$ cat src/rtl/instr_fetch_reg.sv
// Instruction fetch sequencer and instruction register for the multicycle RV64 core.
// Issues one instruction-memory read per fetch request and exposes the decoded IR fields.
module instr_fetch_reg #(
    parameter int          XLEN        = 64,
    parameter int          TIMEOUT_CYC = 15,
    parameter logic [31:0] RESET_INSTR = 32'h00000013
) (
    input  logic            clk,
    input  logic            reset,
    input  logic            fetch_req,
    input  logic            flush,
    input  logic [XLEN-1:0] pc,
    output logic [XLEN-1:0] imem_addr,
    output logic            imem_rd,
    input  logic [31:0]     imem_rdata,
    input  logic            imem_ready,
    output logic [31:0]     instr,
    output logic [6:0]      opcode,
    output logic [4:0]      rd,
    output logic [2:0]      funct3,
    output logic [4:0]      rs1,
    output logic [4:0]      rs2,
    output logic [6:0]      funct7,
    output logic            ir_valid,
    output logic            busy,
    output logic            misalign,
    output logic            bus_err
);

    typedef enum logic [1:0] {
        IDLE = 2'd0,
        REQ  = 2'd1,
        DONE = 2'd2
    } state_t;

    localparam logic [7:0] LAST_WAIT = 8'(TIMEOUT_CYC - 1);

    state_t          state, state_nxt;
    logic [7:0]      wait_cnt, wait_cnt_nxt;
    logic [31:0]     ir, ir_nxt;
    logic [XLEN-1:0] addr_nxt;
    logic            rd_nxt;
    logic            valid_nxt;
    logic            misalign_nxt;
    logic            bus_err_nxt;

    always_ff @(posedge clk or negedge reset) begin
        if (!reset) begin
            state <= IDLE;
        end else begin
            state <= state_nxt;
        end
    end

    // A flush always beats both a new request and data returning in the same cycle.
    always_comb begin
        state_nxt    = state;
        wait_cnt_nxt = wait_cnt;
        ir_nxt       = ir;
        addr_nxt     = imem_addr;
        rd_nxt       = imem_rd;
        valid_nxt    = 1'b0;
        misalign_nxt = 1'b0;
        bus_err_nxt  = 1'b0;
        case (state)
            IDLE: begin
                if (fetch_req && !flush) begin
                    if (pc[1:0] != 2'b00) begin
                        misalign_nxt = 1'b1;
                    end else begin
                        addr_nxt     = pc;
                        rd_nxt       = 1'b1;
                        wait_cnt_nxt = 8'd0;
                        state_nxt    = REQ;
                    end
                end
            end
            REQ: begin
                if (flush) begin
                    rd_nxt    = 1'b0;
                    state_nxt = IDLE;
                end else if (imem_ready) begin
                    ir_nxt    = imem_rdata;
                    rd_nxt    = 1'b0;
                    state_nxt = DONE;
                end else if (wait_cnt == LAST_WAIT) begin
                    rd_nxt      = 1'b0;
                    bus_err_nxt = 1'b1;
                    state_nxt   = IDLE;
                end else begin
                    wait_cnt_nxt = wait_cnt + 8'd1;
                end
            end
            DONE: begin
                valid_nxt = 1'b1;
                state_nxt = IDLE;
            end
            default: begin
                rd_nxt    = 1'b0;
                state_nxt = IDLE;
            end
        endcase
    end

    always_ff @(posedge clk or negedge reset) begin
        if (!reset) begin
            wait_cnt  <= 8'd0;
            ir        <= RESET_INSTR;
            imem_addr <= '0;
            imem_rd   <= 1'b0;
            ir_valid  <= 1'b0;
            misalign  <= 1'b0;
            bus_err   <= 1'b0;
        end else begin
            wait_cnt  <= wait_cnt_nxt;
            ir        <= ir_nxt;
            imem_addr <= addr_nxt;
            imem_rd   <= rd_nxt;
            ir_valid  <= valid_nxt;
            misalign  <= misalign_nxt;
            bus_err   <= bus_err_nxt;
        end
    end

    assign busy   = (state == REQ) || (state == DONE);
    assign instr  = ir;
    assign opcode = ir[6:0];
    assign rd     = ir[11:7];
    assign funct3 = ir[14:12];
    assign rs1    = ir[19:15];
    assign rs2    = ir[24:20];
    assign funct7 = ir[31:25];

endmodule

$ cat config.mk
export PLATFORM = sky130hd
export DESIGN_NAME = instr_fetch_reg
export DESIGN_NICKNAME = d
export VERILOG_FILES = /design/src/rtl/instr_fetch_reg.sv
export SDC_FILE = /design/constraint.sdc
export NUM_CORES = 1
export LEC_CHECK = 0
export ABC_AREA = 1
export CORE_MARGIN = 8
export CORE_UTILIZATION = 63
export DETAILED_ROUTE_END_ITERATION = 10
export DONT_BUFFER_PORTS = 1
export GPL_ROUTABILITY_DRIVEN = 0
export GPL_TIMING_DRIVEN = 0
export PLACE_DENSITY = 0.79
export SLEW_MARGIN = 20
export SYNTH_ARGS = -nofsm -noshare
export SYNTH_HDL_FRONTEND = slang
export SYNTH_SLANG_ARGS = --single-unit
export TNS_END_PERCENT = 1
$ cat constraint.sdc
create_clock -name clk -period 1.8 [get_ports clk]
set_input_delay 0 -clock clk [delete_from_list [all_inputs] [get_ports clk]]
set_output_delay 0 -clock clk [all_outputs]
set_load 0.05 [all_outputs]
## After elaboration in Yosys (flattened, before gate mapping)

Cells that the tools add are included.

| storage, ports and cells | value |
|---|---|
| output and inout port bits | 133 |
| input bits | 101 |
| logic and storage cells | 58 |
| bits in registers | 110 |

| cells by class | value |
|---|---|
| bitwise logic cells | 3 |
| $add $sub $neg | 1 |
| multiplexer cells | 26 |
| reductions and logical operators | 11 |
| equality and inequality tests | 9 |

Operator list:

| operator | count |
|---|---|
| $mux W8 | 5 |
| $pmux W8 S2 | 1 |
| $mux W1 | 13 |
| $mux W2 | 5 |
| $ne A2 B2 Y1 const B | 5 |
| $reduce_and A3 Y1 | 3 |
| $add A8 B1 Y8 const B | 1 |
| $eq A8 B4 Y1 const B | 1 |
| $reduce_and A6 Y1 | 1 |
| $ne A4 B4 Y1 const B | 1 |
| $pmux W2 S2 | 1 |
| $reduce_and A4 Y1 | 1 |
| $reduce_bool A2 Y1 | 2 |
| $not A1 Y1 | 3 |
| $pmux W1 S3 | 1 |
| $eq A2 B1 Y1 const B | 1 |
| $eq A2 B2 Y1 const B | 1 |
| $logic_not A2 Y1 | 1 |
| $logic_and A1 B1 Y1 | 1 |
| $logic_not A1 Y1 | 1 |
| $logic_or A1 B1 Y1 | 1 |

## Logic depth before layout (Yosys ltp)

| depth | value |
|---|---|
| word-level depth | 5 |
| mapped depth | 9 |
| depth with buffers taken out | 9 |

## Worst setup path after synthesis

No wires, ideal clock.

| path | value |
|---|---|
| path type | register to register |
| start point | reg state[1] |
| end point | reg ir[10], in the netlist instr[10] |
| path slack | 0.324 ns |
| clock period less this slack | 1.476 ns |
| setup time | 0.125 ns |
| required time | 1.675 ns |
| buffers on the path | 2 |
| cell stages (with the launch flop) | 9 |
| data arrival time | 1.351 ns |
| cell sequence | dfrtp_1 > inv_1 > ha_1 > inv_1 > buf_6 > nor2_4 > nand2_4 > buf_6 > mux2_4 |

| between the ends | value |
|---|---|
| longest elaborated chain between the ends | 2 |

Ends and longest elaborated chain:

| element | line | source |
|---|---|---|
| from (decl) | 38 | `state_t state, state_nxt;` |
| from (signal assigned) | 51 | `state <= state_nxt;` |
| $eq A2 B1 Y1 | 65 | `case (state)` |
| $reduce_and A3 Y1 (no line) | - |  |
| to (signal assigned) | 116 | `ir <= ir_nxt;` |
| to (decl) | 40 | `logic [31:0] ir, ir_nxt;` |

No other way between the ends.
A chain may end at the register's enable or synchronous reset.

## Worst setup path in the final report

| path | value |
|---|---|
| start point | reg state[1] |
| end point | reg ir[7], in the netlist instr[7] |

The elaborated chain is that of the path after synthesis.

==> run_summary.xml <==
<?xml version="1.0" encoding="UTF-8"?>
<metrics>
  <group name="run_status">
    <metric name="outcome" unit="">complete, but fails checks</metric>
    <metric name="violated_checks" unit="">hold timing</metric>
  </group>
  <group name="die">
    <metric name="io_pins" unit="">234</metric>
    <metric name="floorplan.initialDensity" unit="%">64.1</metric>
    <metric name="fp.dieArea" unit="um^2">10800</metric>
    <metric name="row_count" unit="">32</metric>
    <metric name="floorplan.die.width" unit="um">104</metric>
    <metric name="fp.coreArea" unit="um^2">7610</metric>
    <metric name="fp.dieH" unit="um">104</metric>
  </group>
  <group name="timing">
    <metric name="final_period_minus_worst_setup_slack" unit="ns">1.67</metric>
    <metric name="finalSetupViolCount" unit="">0</metric>
    <metric name="setup-tns-final" unit="ns">0</metric>
    <metric name="fmaxAchievable" unit="MHz">598</metric>
    <metric name="final_hold_viol_count" unit="">110</metric>
    <metric name="tightestPinTransition" unit="ns">0.589</metric>
    <metric name="timing.max_slew.rel_slack" unit="%">60.7</metric>
    <metric name="share_of_the_clock_period_used_by_the_worst_path" unit="%">92.9</metric>
    <metric name="count_of_pins_over_their_slew_limit" unit="">0</metric>
    <metric name="fin_hold_ws" unit="ns">-0.685</metric>
    <metric name="fin_skew" unit="ns">0.0115</metric>
    <metric name="rsz0062_at_grt" unit="">false</metric>
  </group>
  <group name="logic_synthesis">
    <metric name="simple_gate_area_share_of_the_yosys_netlist" unit="%">21.1</metric>
    <metric name="synth.cell_area" unit="um^2">4880</metric>
    <metric name="netlist_top_cells_area" unit="">dfrtp_1 (55%), nand2_1 (17%), mux2_4 (8.9%)</metric>
    <metric name="area_fraction_in_compound_gates_after_synthesis" unit="%">0.949</metric>
    <metric name="ys_async_sr_fraction" unit="%">100</metric>
    <metric name="synth_most_common_cell" unit="">nand2_1</metric>
    <metric name="synth_edf_count" unit="">0</metric>
    <metric name="yosysWarningCount" unit="">0</metric>
    <metric name="number_of_nets_produced_by_synthesis" unit="">582</metric>
    <metric name="synthesis.instances" unit="">476</metric>
    <metric name="yosys_register_bits" unit="">110</metric>
    <metric name="post_synthesis_xor_xnor_area_fraction" unit="%">0.359</metric>
    <metric name="fraction_of_synthesized_area_in_multiplexers" unit="%">9.62</metric>
    <metric name="combinational_family_with_the_most_area_after_synthesis" unit="">simple AND/OR/NAND/NOR gates</metric>
    <metric name="synth-seq-area-share" unit="%">56.5</metric>
    <metric name="leading_area_contributor_after_synthesis" unit="">dfrtp_1</metric>
    <metric name="synth_commonest_cells" unit="">nand2_1 (221), dfrtp_1 (107), buf_4 (32), mux2_4 (29), nor2_1 (15)</metric>
    <metric name="yosysUniqueCellTypes" unit="">28</metric>
    <metric name="dominantRegCellSynth" unit="">dfrtp_1</metric>
    <metric name="area_share_of_fa_ha_maj_cells_after_synthesis" unit="%">1.28</metric>
    <metric name="post_synth.cell_area_avg" unit="um^2">10.2</metric>
    <metric name="synth.top_cell.area_share" unit="%">54.9</metric>
  </group>
  <group name="critical_path">
    <metric name="criticalPathCategory" unit="">reg -&gt; reg</metric>
    <metric name="critical_path.endpoint_type" unit="">register</metric>
    <metric name="worst_setup_startpoint" unit="">state[1]</metric>
    <metric name="cp.arrival" unit="ns">1.90</metric>
    <metric name="timing.critical_path.from_type" unit="">register</metric>
    <metric name="cp_data_required_time" unit="ns">2.03</metric>
    <metric name="critical_path.max_fanout" unit="">10</metric>
    <metric name="r2r-start" unit="">state[1]</metric>
  </group>
  <group name="cts">
    <metric name="cts_hold_buffers" unit="">97</metric>
    <metric name="cts-root-buf" unit="">clkbuf_8</metric>
    <metric name="clock-sinks" unit="">110</metric>
    <metric name="clock_path_buffers" unit="">2</metric>
    <metric name="cts.repair_timing.setup_buffer_count" unit="">0</metric>
    <metric name="cts_tree" unit="">done</metric>
    <metric name="clk_pin_slew" unit="ns">0.12</metric>
    <metric name="cts-htree-levels" unit="">3</metric>
    <metric name="insertion_delay" unit="ns">0.36</metric>
    <metric name="cts-buffers-inserted" unit="">9</metric>
  </group>
  <group name="place">
    <metric name="port_buffers" unit="">0</metric>
    <metric name="place.detailed.hpwl" unit="um">9120</metric>
    <metric name="dpl_cell_area" unit="um^2">5010</metric>
  </group>
  <group name="layout">
    <metric name="final_nets" unit="">690</metric>
    <metric name="drive_above_1_share" unit="%">18.7</metric>
    <metric name="final_area" unit="um^2">6170</metric>
    <metric name="areaGrowthSynthToFinish" unit="%">26.4</metric>
    <metric name="n_fill_cell" unit="">404</metric>
  </group>
  <group name="detailed_routing">
    <metric name="route.detailed.vias_per_inst" unit="">5.31</metric>
    <metric name="detail_route.wirelength" unit="um">14100</metric>
    <metric name="drc" unit="">0</metric>
    <metric name="route.detailed.wl_per_inst" unit="um">20.4</metric>
    <metric name="drtAntennaViolNets" unit="">0</metric>
    <metric name="via_total_after_detailed_routing" unit="">3677</metric>
    <metric name="detailedRoute.firstIterationViolations" unit="">194</metric>
    <metric name="detailedRoute.firstPassIterationCount" unit="">5</metric>
  </group>
  <group name="global_route">
    <metric name="gr-usage-all-layers" unit="%">25.9</metric>
    <metric name="grt_first_pass_wirelength" unit="um">22500</metric>
    <metric name="global_route.overflow_total" unit="">0</metric>
    <metric name="largest_net_degree_at_the_start_of_global_routing" unit="">111</metric>
    <metric name="antenna_violations_before_repair" unit="">1</metric>
    <metric name="grt_pass1_vias" unit="">3932</metric>
  </group>
  <group name="hold_path">
    <metric name="min_path_type" unit="">in -&gt; async</metric>
  </group>
  <group name="flow_run">
    <metric name="max-cap-violations" unit="">0</metric>
  </group>
</metrics>
-- layout by cell type (no fill, tap or decap), types with 2 or more instances in the layout --
master and count:
o21ai_0 3, nand2_1 221, dfstp_2 3, inv_1 12
dlygate4sd3_1 97, nor2_1 15, dfrtp_1 107, clkbuf_8 9
buf_2 6, buf_6 4, clkinv_2 2, nor3b_1 2
buf_12 6, a21oi_1 3, inv_6 4, nand3_1 10
buf_4 32, mux2_2 3, nand2_4 3, mux2_4 29
ha_1 4, xor2_1 2
-- stage by stage --
stage / cells / hold slack (ns) / utilization, % / setup slack [ns]
CTS: 691 / -0.693 / 80.9 / 0.0656
global placement: 578 / -0.293 / 65.8 / 0.210
finish: 692 / -0.685 / 81.1 / 0.127
global route: 692 / -0.709 / 81.1 / 0.00469
floorplan: 476 / -0.296 / - / 0.324
detailed placement: 578 / -0.292 / 65.8 / 0.183
-- timing repair --
| item | 4_1_cts | 5_1_grt |
|---|---|---|
| resized for setup | 0 | 2 |
| setup endpoints to repair | 0 | 4 |
| endpoints found under the hold margin | 206 | 110 |
-- state kept, by name, indices dropped and copies added (netlist names) --
name,flops
wait_cnt,8
bus_err,1
imem_addr,64
instr,32
imem_rd,1
state,2
misalign,1
ir_valid,1
-- critical path: stages (launching register included) --
cell and delay (ns):
dfrtp_1 0.39, inv_1 0.07, ha_1 0.18, inv_1 0.09, buf_6 0.16, nor2_4 0.04, nand2_4 0.11, buf_6 0.19
mux2_4 0.33
-- kinds of logic (layout without fill, tap and decap cells) --
kind of cell | count (synthesis) | in the layout
and+or+nand+nor | 257 | 257
DFF | 110 | 110
buffers and inverters | 62 | 175
muxes | 32 | 32
AOI/OAI and AO/OA | 8 | 8
adders and majority gates | 5 | 5
xor gates and xnor gates | 2 | 2
other | 0 | 1
-- cell type report --
type	count	area, um^2	area share [%]
Sequential cell	110	2760	44.7
Multi-Input combinational cell	304	1630	26.5
Timing Repair Buffer	97	971	15.7
Buffer	49	450	7.31
Tap cell	102	128	2.07
Clock buffer	9	124	2.01
Clock inverter	7	53.8	0.873
Inverter	13	48.8	0.791
Antenna cell	1	2.50	0.0406
-- per-layer routing --
layer  GRT usage, %  wire length (um)  vias up
li1               -                 -     1659
met1           27.8              5090     1815
met2           47.3              7630      184
met3           8.55              1210       19
met4           7.03               221        0
met5              0                 0        -
-- path summary, 6_finish.rpt --
kind	to	slack, ns	cells after the start
max	instr[7]	0.13	8
min	imem_addr[43]	-0.68	0
max reg2reg	instr[7]	0.13	8
min reg2reg	state[0]	0.55	2
max in group asynchronous	instr[0]	2.28	0
min in group clk	wait_cnt[4]	0.12	5
Power is left out: the tool's default activity adds up to more than one toggle a clock period on the data nets, which glitch-free logic cannot reach.
